===== config.mk =====
export PLATFORM = sky130hd
export DESIGN_NAME = multicycle_ctrl
export DESIGN_NICKNAME = d
export VERILOG_FILES = /design/src/rtl/multicycle_ctrl_pkg.sv /design/src/rtl/multicycle_ctrl_opcode_class_dec.sv /design/src/rtl/multicycle_ctrl.sv
export SDC_FILE = /design/constraint.sdc
export NUM_CORES = 1
export LEC_CHECK = 0
export CORE_AREA = 2 2 66 81
export DETAILED_ROUTE_END_ITERATION = 10
export DIE_AREA = 0 0 68 83
export PLACE_DENSITY = 0.89
export SLEW_MARGIN = 40
export SYNTH_ARGS = -nofsm -noshare
export SYNTH_HDL_FRONTEND = slang
export SYNTH_SLANG_ARGS = --single-unit

===== constraint.sdc =====
create_clock -name clk -period 5.4 [get_ports clk]
set_input_delay 1.35 -clock clk [delete_from_list [all_inputs] [get_ports clk]]
set_output_delay 1.35 -clock clk [all_outputs]
set_load 0.02 [all_outputs]

===== src/rtl/multicycle_ctrl_pkg.sv =====
// Shared encodings for the multicycle RV64 controller: FSM states, opcode classes,
// opcode constants, ALUOp and trap-cause codes, and the bundled control-strobe struct.
package multicycle_ctrl_pkg;

  typedef enum logic [2:0] {
    ST_FETCH  = 3'd0,
    ST_DECODE = 3'd1,
    ST_EXEC   = 3'd2,
    ST_MEM    = 3'd3,
    ST_WB     = 3'd4,
    ST_TRAP   = 3'd5
  } state_e;

  typedef enum logic [2:0] {
    CLS_R   = 3'd0,
    CLS_I   = 3'd1,
    CLS_LD  = 3'd2,
    CLS_ST  = 3'd3,
    CLS_BR  = 3'd4,
    CLS_ILL = 3'd5
  } op_class_e;

  localparam logic [6:0] OP_R  = 7'b0110011;
  localparam logic [6:0] OP_I  = 7'b0010011;
  localparam logic [6:0] OP_LD = 7'b0000011;
  localparam logic [6:0] OP_ST = 7'b0100011;
  localparam logic [6:0] OP_BR = 7'b1100011;

  localparam logic [2:0] F3_BEQ = 3'b000;
  localparam logic [2:0] F3_BNE = 3'b001;

  localparam logic [1:0] ALUOP_ADD   = 2'b00;
  localparam logic [1:0] ALUOP_SUB   = 2'b01;
  localparam logic [1:0] ALUOP_FUNCT = 2'b10;

  localparam logic [1:0] CAUSE_NONE    = 2'b00;
  localparam logic [1:0] CAUSE_ILLEGAL = 2'b01;
  localparam logic [1:0] CAUSE_IMEM_TO = 2'b10;
  localparam logic [1:0] CAUSE_DMEM_TO = 2'b11;

  typedef struct packed {
    logic       imem_req;
    logic       ir_write;
    logic       pc_write;
    logic       pc_src;
    logic       alu_src;
    logic [1:0] alu_op;
    logic       mem_read;
    logic       mem_write;
    logic       mem_to_reg;
    logic       reg_write;
    logic       retire;
  } ctrl_t;

  // Only BEQ and BNE are supported; every other branch funct3 falls through.
  function automatic logic branch_taken(input logic [2:0] f3, input logic zero);
    return ((f3 == F3_BEQ) && zero) || ((f3 == F3_BNE) && !zero);
  endfunction

endpackage


===== src/rtl/multicycle_ctrl_opcode_class_dec.sv =====
// Combinational opcode classifier: maps Instruction[6:0] onto the controller's
// instruction classes, flagging anything unsupported as illegal.
module multicycle_ctrl_opcode_class_dec
  import multicycle_ctrl_pkg::*;
(
  input  logic [6:0] opcode,
  output op_class_e  op_class
);

  always_comb begin
    op_class = CLS_ILL;
    case (opcode)
      OP_R:    op_class = CLS_R;
      OP_I:    op_class = CLS_I;
      OP_LD:   op_class = CLS_LD;
      OP_ST:   op_class = CLS_ST;
      OP_BR:   op_class = CLS_BR;
      default: op_class = CLS_ILL;
    endcase
  end

endmodule


===== src/rtl/multicycle_ctrl.sv =====
// Multicycle control FSM (FETCH/DECODE/EXEC/MEM/WB/TRAP) for the RV64 datapath, with a
// memory-wait watchdog, sticky trap reporting and a wrapping retired-instruction counter.
module multicycle_ctrl
  import multicycle_ctrl_pkg::*;
#(
  parameter int TIMEOUT = 16,
  parameter int CNT_W   = 32
) (
  input  logic             clk,
  input  logic             reset,
  input  logic [6:0]       opcode,
  input  logic [2:0]       funct3,
  input  logic             alu_zero,
  input  logic             imem_ready,
  input  logic             dmem_ready,
  output logic             imem_req,
  output logic             ir_write,
  output logic             pc_write,
  output logic             pc_src,
  output logic             ALUSrc,
  output logic [1:0]       ALUOp,
  output logic             MemRead,
  output logic             MemWrite,
  output logic             MemtoReg,
  output logic             RegWrite,
  output logic             retire,
  output logic [CNT_W-1:0] retired_cnt,
  output logic             trap,
  output logic [1:0]       trap_cause,
  output state_e           state_dbg
);

  localparam int WAIT_W = $clog2(TIMEOUT + 1);

  state_e           state_q, state_d;
  op_class_e        class_q, class_d, dec_class;
  logic [WAIT_W-1:0] wait_cnt_q, wait_cnt_d;
  logic [CNT_W-1:0] retired_cnt_q, retired_cnt_d;
  logic             trap_q, trap_d;
  logic [1:0]       trap_cause_q, trap_cause_d;
  ctrl_t            ctrl_c, ctrl_o;
  logic             wait_expired;

  multicycle_ctrl_opcode_class_dec u_dec (
    .opcode   (opcode),
    .op_class (dec_class)
  );

  assign wait_expired = (wait_cnt_q == WAIT_W'(TIMEOUT - 1));

  // Memory handshake: imem_req/MemRead/MemWrite stay high while waiting; the access
  // completes in the first cycle the matching ready is high. Readies are ignored elsewhere.
  always_comb begin
    state_d      = state_q;
    class_d      = class_q;
    wait_cnt_d   = '0;
    trap_d       = trap_q;
    trap_cause_d = trap_cause_q;
    ctrl_c       = '0;
    case (state_q)
      ST_FETCH: begin
        ctrl_c.imem_req = 1'b1;
        if (imem_ready) begin
          ctrl_c.ir_write = 1'b1;
          state_d         = ST_DECODE;
        end else if (wait_expired) begin
          state_d      = ST_TRAP;
          trap_d       = 1'b1;
          trap_cause_d = CAUSE_IMEM_TO;
        end else begin
          wait_cnt_d = wait_cnt_q + WAIT_W'(1);
        end
      end
      ST_DECODE: begin
        class_d = dec_class;
        if (dec_class == CLS_ILL) begin
          state_d      = ST_TRAP;
          trap_d       = 1'b1;
          trap_cause_d = CAUSE_ILLEGAL;
        end else begin
          state_d = ST_EXEC;
        end
      end
      ST_EXEC: begin
        case (class_q)
          CLS_R: begin
            ctrl_c.alu_op = ALUOP_FUNCT;
            state_d       = ST_WB;
          end
          CLS_I: begin
            ctrl_c.alu_src = 1'b1;
            ctrl_c.alu_op  = ALUOP_FUNCT;
            state_d        = ST_WB;
          end
          CLS_LD, CLS_ST: begin
            ctrl_c.alu_src = 1'b1;
            ctrl_c.alu_op  = ALUOP_ADD;
            state_d        = ST_MEM;
          end
          CLS_BR: begin
            ctrl_c.alu_op   = ALUOP_SUB;
            ctrl_c.pc_write = 1'b1;
            ctrl_c.pc_src   = branch_taken(funct3, alu_zero);
            ctrl_c.retire   = 1'b1;
            state_d         = ST_FETCH;
          end
          default: begin
            state_d      = ST_TRAP;
            trap_d       = 1'b1;
            trap_cause_d = CAUSE_ILLEGAL;
          end
        endcase
      end
      ST_MEM: begin
        ctrl_c.alu_src   = 1'b1;
        ctrl_c.alu_op    = ALUOP_ADD;
        ctrl_c.mem_read  = (class_q == CLS_LD);
        ctrl_c.mem_write = (class_q == CLS_ST);
        if (dmem_ready) begin
          if (class_q == CLS_LD) begin
            state_d = ST_WB;
          end else begin
            ctrl_c.pc_write = 1'b1;
            ctrl_c.retire   = 1'b1;
            state_d         = ST_FETCH;
          end
        end else if (wait_expired) begin
          state_d      = ST_TRAP;
          trap_d       = 1'b1;
          trap_cause_d = CAUSE_DMEM_TO;
        end else begin
          wait_cnt_d = wait_cnt_q + WAIT_W'(1);
        end
      end
      ST_WB: begin
        ctrl_c.reg_write  = 1'b1;
        ctrl_c.mem_to_reg = (class_q != CLS_LD);
        ctrl_c.pc_write   = 1'b1;
        ctrl_c.retire     = 1'b1;
        state_d           = ST_FETCH;
      end
      default: state_d = ST_TRAP;
    endcase
    retired_cnt_d = ctrl_c.retire ? retired_cnt_q + CNT_W'(1) : retired_cnt_q;
  end

  always_ff @(posedge clk) begin
    if (!reset) begin
      state_q       <= ST_FETCH;
      class_q       <= CLS_R;
      wait_cnt_q    <= '0;
      retired_cnt_q <= '0;
      trap_q        <= 1'b0;
      trap_cause_q  <= CAUSE_NONE;
    end else begin
      state_q       <= state_d;
      class_q       <= class_d;
      wait_cnt_q    <= wait_cnt_d;
      retired_cnt_q <= retired_cnt_d;
      trap_q        <= trap_d;
      trap_cause_q  <= trap_cause_d;
    end
  end

  // Strobes are forced low while reset is asserted, whatever the state register holds.
  assign ctrl_o = reset ? ctrl_c : '0;

  assign imem_req    = ctrl_o.imem_req;
  assign ir_write    = ctrl_o.ir_write;
  assign pc_write    = ctrl_o.pc_write;
  assign pc_src      = ctrl_o.pc_src;
  assign ALUSrc      = ctrl_o.alu_src;
  assign ALUOp       = ctrl_o.alu_op;
  assign MemRead     = ctrl_o.mem_read;
  assign MemWrite    = ctrl_o.mem_write;
  assign MemtoReg    = ctrl_o.mem_to_reg;
  assign RegWrite    = ctrl_o.reg_write;
  assign retire      = ctrl_o.retire;
  assign retired_cnt = retired_cnt_q;
  assign trap        = trap_q;
  assign trap_cause  = trap_cause_q;
  assign state_dbg   = state_q;

endmodule


==> impl_metrics.py <==
metrics = {
    "grt": {
        "grt_use_met1": 0.275,
        "grt_max_degree": 37,
        "met2_usage": 0.378,
        "grt_pass1_wl_mm": 10.4,
        "top_usage_layer": "met2",
        "antenna_found_initial": 0,
        "track_usage": 0.229,
        "grt_pass1_vias": 2411,
        "grt_overflow": 0,
        "grtUsageMet3": 0.0569,
    },
    "logic_synthesis": {
        "yosysSeqAreaShare": 0.372,
        "synth-seq-cells": 46,
        "syn_area_per_cell_um2": 8.16,
        "synth_flop_cell": "dfxtp_1",
        "synthTopCellsByArea": "dfxtp_1 37%, xnor2_1 6.0%, nor2_1 5.8%",
        "synth.distinct_cells": 58,
        "synth_edf_count": 0,
        "synth_top_area_frac": 0.372,
        "synth_area_leader_cell": "dfxtp_1",
        "synth-async-reset-ratio": 0,
        "synth_nets": 320,
        "netlist_area_um2": 2470,
        "netlist_instances": 303,
        "yosys_warnings": 0,
    },
    "timing": {
        "worst_slew_pin_slew_ps": 659,
        "skew_ps": 11.0,
        "final_max_slew_viol_count": 0,
        "setup_viol": 0,
        "fin_tns_setup_ps": 0,
        "period_minus_slack_ps": 4860,
        "hold_ws_ps": 469,
        "finalCritPeriodShare": 0.900,
        "slew-limit-headroom": 0.560,
        "worst_slack_ps": 541,
        "grt_setup_unrepaired": "false",
        "hold_viol": 0,
        "fmax_mhz": 206,
    },
    "route": {
        "via_count": 2583,
        "wl_mm": 6.16,
        "wl_per_cell_um": 14.5,
        "drt_first_pass_iters": 7,
        "via_per_inst": 6.09,
        "drt_iter0_drc": 240,
        "drc_errors": 0,
        "ant_nets": 0,
    },
    "finish": {
        "post-route-util": 0.671,
        "finalInstanceArea_um2": 3240,
        "n_antenna_cell": 0,
        "fillers": 401,
        "drive_gt1_frac": 0.0604,
        "fin_nets": 380,
        "area_delta_synth_final_pct": 31.1,
        "final_common_cell": "clkdlybuf4s50_1",
        "most-common-layout-cells": "64 x clkdlybuf4s50_1, 46 x dfxtp_1, 38 x nor2_1",
        "fin_cells": 424,
    },
    "setup_path": {
        "path_class": "in -> out",
        "cp-end-kind": "primary output",
        "start_kind": "primary input",
        "path_delay_family": "buffers and inverters",
        "critPathMostFrequentCell": "clkdlybuf4s50_1",
        "cp_cell_sequence": "clkdlybuf4s50_1 > or4b_2 > a21oi_1 > clkdlybuf4s50_1",
        "crit_slowest_cell": "or4b_2",
        "slowest_delay_ps": 680,
        "cp.required_ps": 4050,
        "critical_path_arrival_ps": 3510,
        "cp_max_fo": 7,
        "crit_buf_inv": 2,
    },
    "clocking": {
        "cts.htree.levels": 2,
        "post_cts_buffers": 0,
        "cts_buffer_depth": 2,
        "cts_buffers": 5,
        "clk_latency_ps": 310,
        "post_cts_resized": 0,
        "clkTransAtPathRegs_ps": 80,
        "holdBufCountCts": 0,
        "cts_root_buffer": "clkbuf_8",
        "clkSinkCount": 46,
        "cts_tree": "done",
    },
    "place": {
        "numPortBuffers": 64,
        "dp_cells": 416,
        "place_ws_ps": 539,
        "place_area_um2": 3150,
        "gp_congestion": 0.890,
        "dpl.hpwl_mm": 4.35,
    },
    "die": {
        "start_util": 0.512,
        "die_h_um": 83,
        "io_pins": 65,
        "row_count": 28,
        "core-area_um2": 4830,
        "die_area_um2": 5640,
        "die_w_um": 68,
    },
    "power": {
        "total_power_mw": 0.657,
        "p_per_area_nw_per_um2": 203,
        "p_leak_nw": 1.03,
        "ir_drop_mv": 0.159,
    },
    "hold_path": {
        "hold_path_class": "reg -> reg",
    },
    "status": {
        "status": "finished, final reports clean",
    },
    "run": {
        "maxCapViolCount": 0,
    },
}
[state kept, by name, summed over array words and instances, names as in the netlist]
name,cells
retired_cnt,32
wait_cnt_q,5
class_q,3
state_dbg,3
trap_cause,2
trap,1
[layer usage]
layer	part of all wire	wire (um)	vias to the layer above
met5	0	0	-
met4	0.017	104	0
met3	0.063	390	14
met2	0.51	3130	113
met1	0.41	2530	1214
li1	-	-	1242
[final timing paths]
check / from / end / slack, ps / cells after the start
worst max-delay path: dmem_ready / pc_write / 540 / 4
worst min-delay path: wait_cnt_q[0] / wait_cnt_q[0] / 470 / 1
worst max register to register: state_dbg[0] / retired_cnt[12] / 2480 / 6
worst min register to register: wait_cnt_q[0] / wait_cnt_q[0] / 470 / 1
[worst reg2reg max path, delay by kind of cell, from the launching register on]
kind,cells,cell delay [ps]
AND/OR/NAND/NOR,3,1110
flip-flops,1,750
XOR/XNOR,1,180
buffers and inverters,1,240
AO/OA/AOI/OAI,1,530
[logic make-up after synthesis]
logic type,count (synthesis),synth area share
AND/OR/NAND/NOR,134,0.291
AO/OA/AOI/OAI,72,0.197
XOR/XNOR,22,0.0779
adder cells (fa/ha/maj),2,0.0101
buffers and inverters,25,0.0430
flip-flops,46,0.372
multiplexers,2,0.00809
[final cells by class]
class	count	area, um2	share of cell area
flip-flops and latches	46	921	0.284
well taps	60	75.1	0.0231
repair buffers	67	663	0.204
inverters	11	41.3	0.0127
clock inverters	2	13.8	0.00424
clock buffers	6	72.6	0.0224
multi-input cells	232	1460	0.449
[power by group]
group / internal (mW) / switching (mW)
combinational: 0.0435 / 0.0452
sequential: 0.347 / 0.0146
clock: 0.0914 / 0.116
total: 0.482 / 0.176
[synth_stat cells (all sizes together), types with 4 or more instances]
cell type  instances
a2111oi            6
a211oi             8
a21oi             24
and3               4
buf                5
clkbuf             8
dfxtp             46
inv               11
nand2             22
nand2b             4
nand3             14
nand4              6
nand4b             4
nor2              38
nor3               8
nor4               5
o21ai             11
o31ai              4
or3                5
or4                7
xnor2             17
xor2               5
Note: power is estimated with default switching activity, not from simulation.
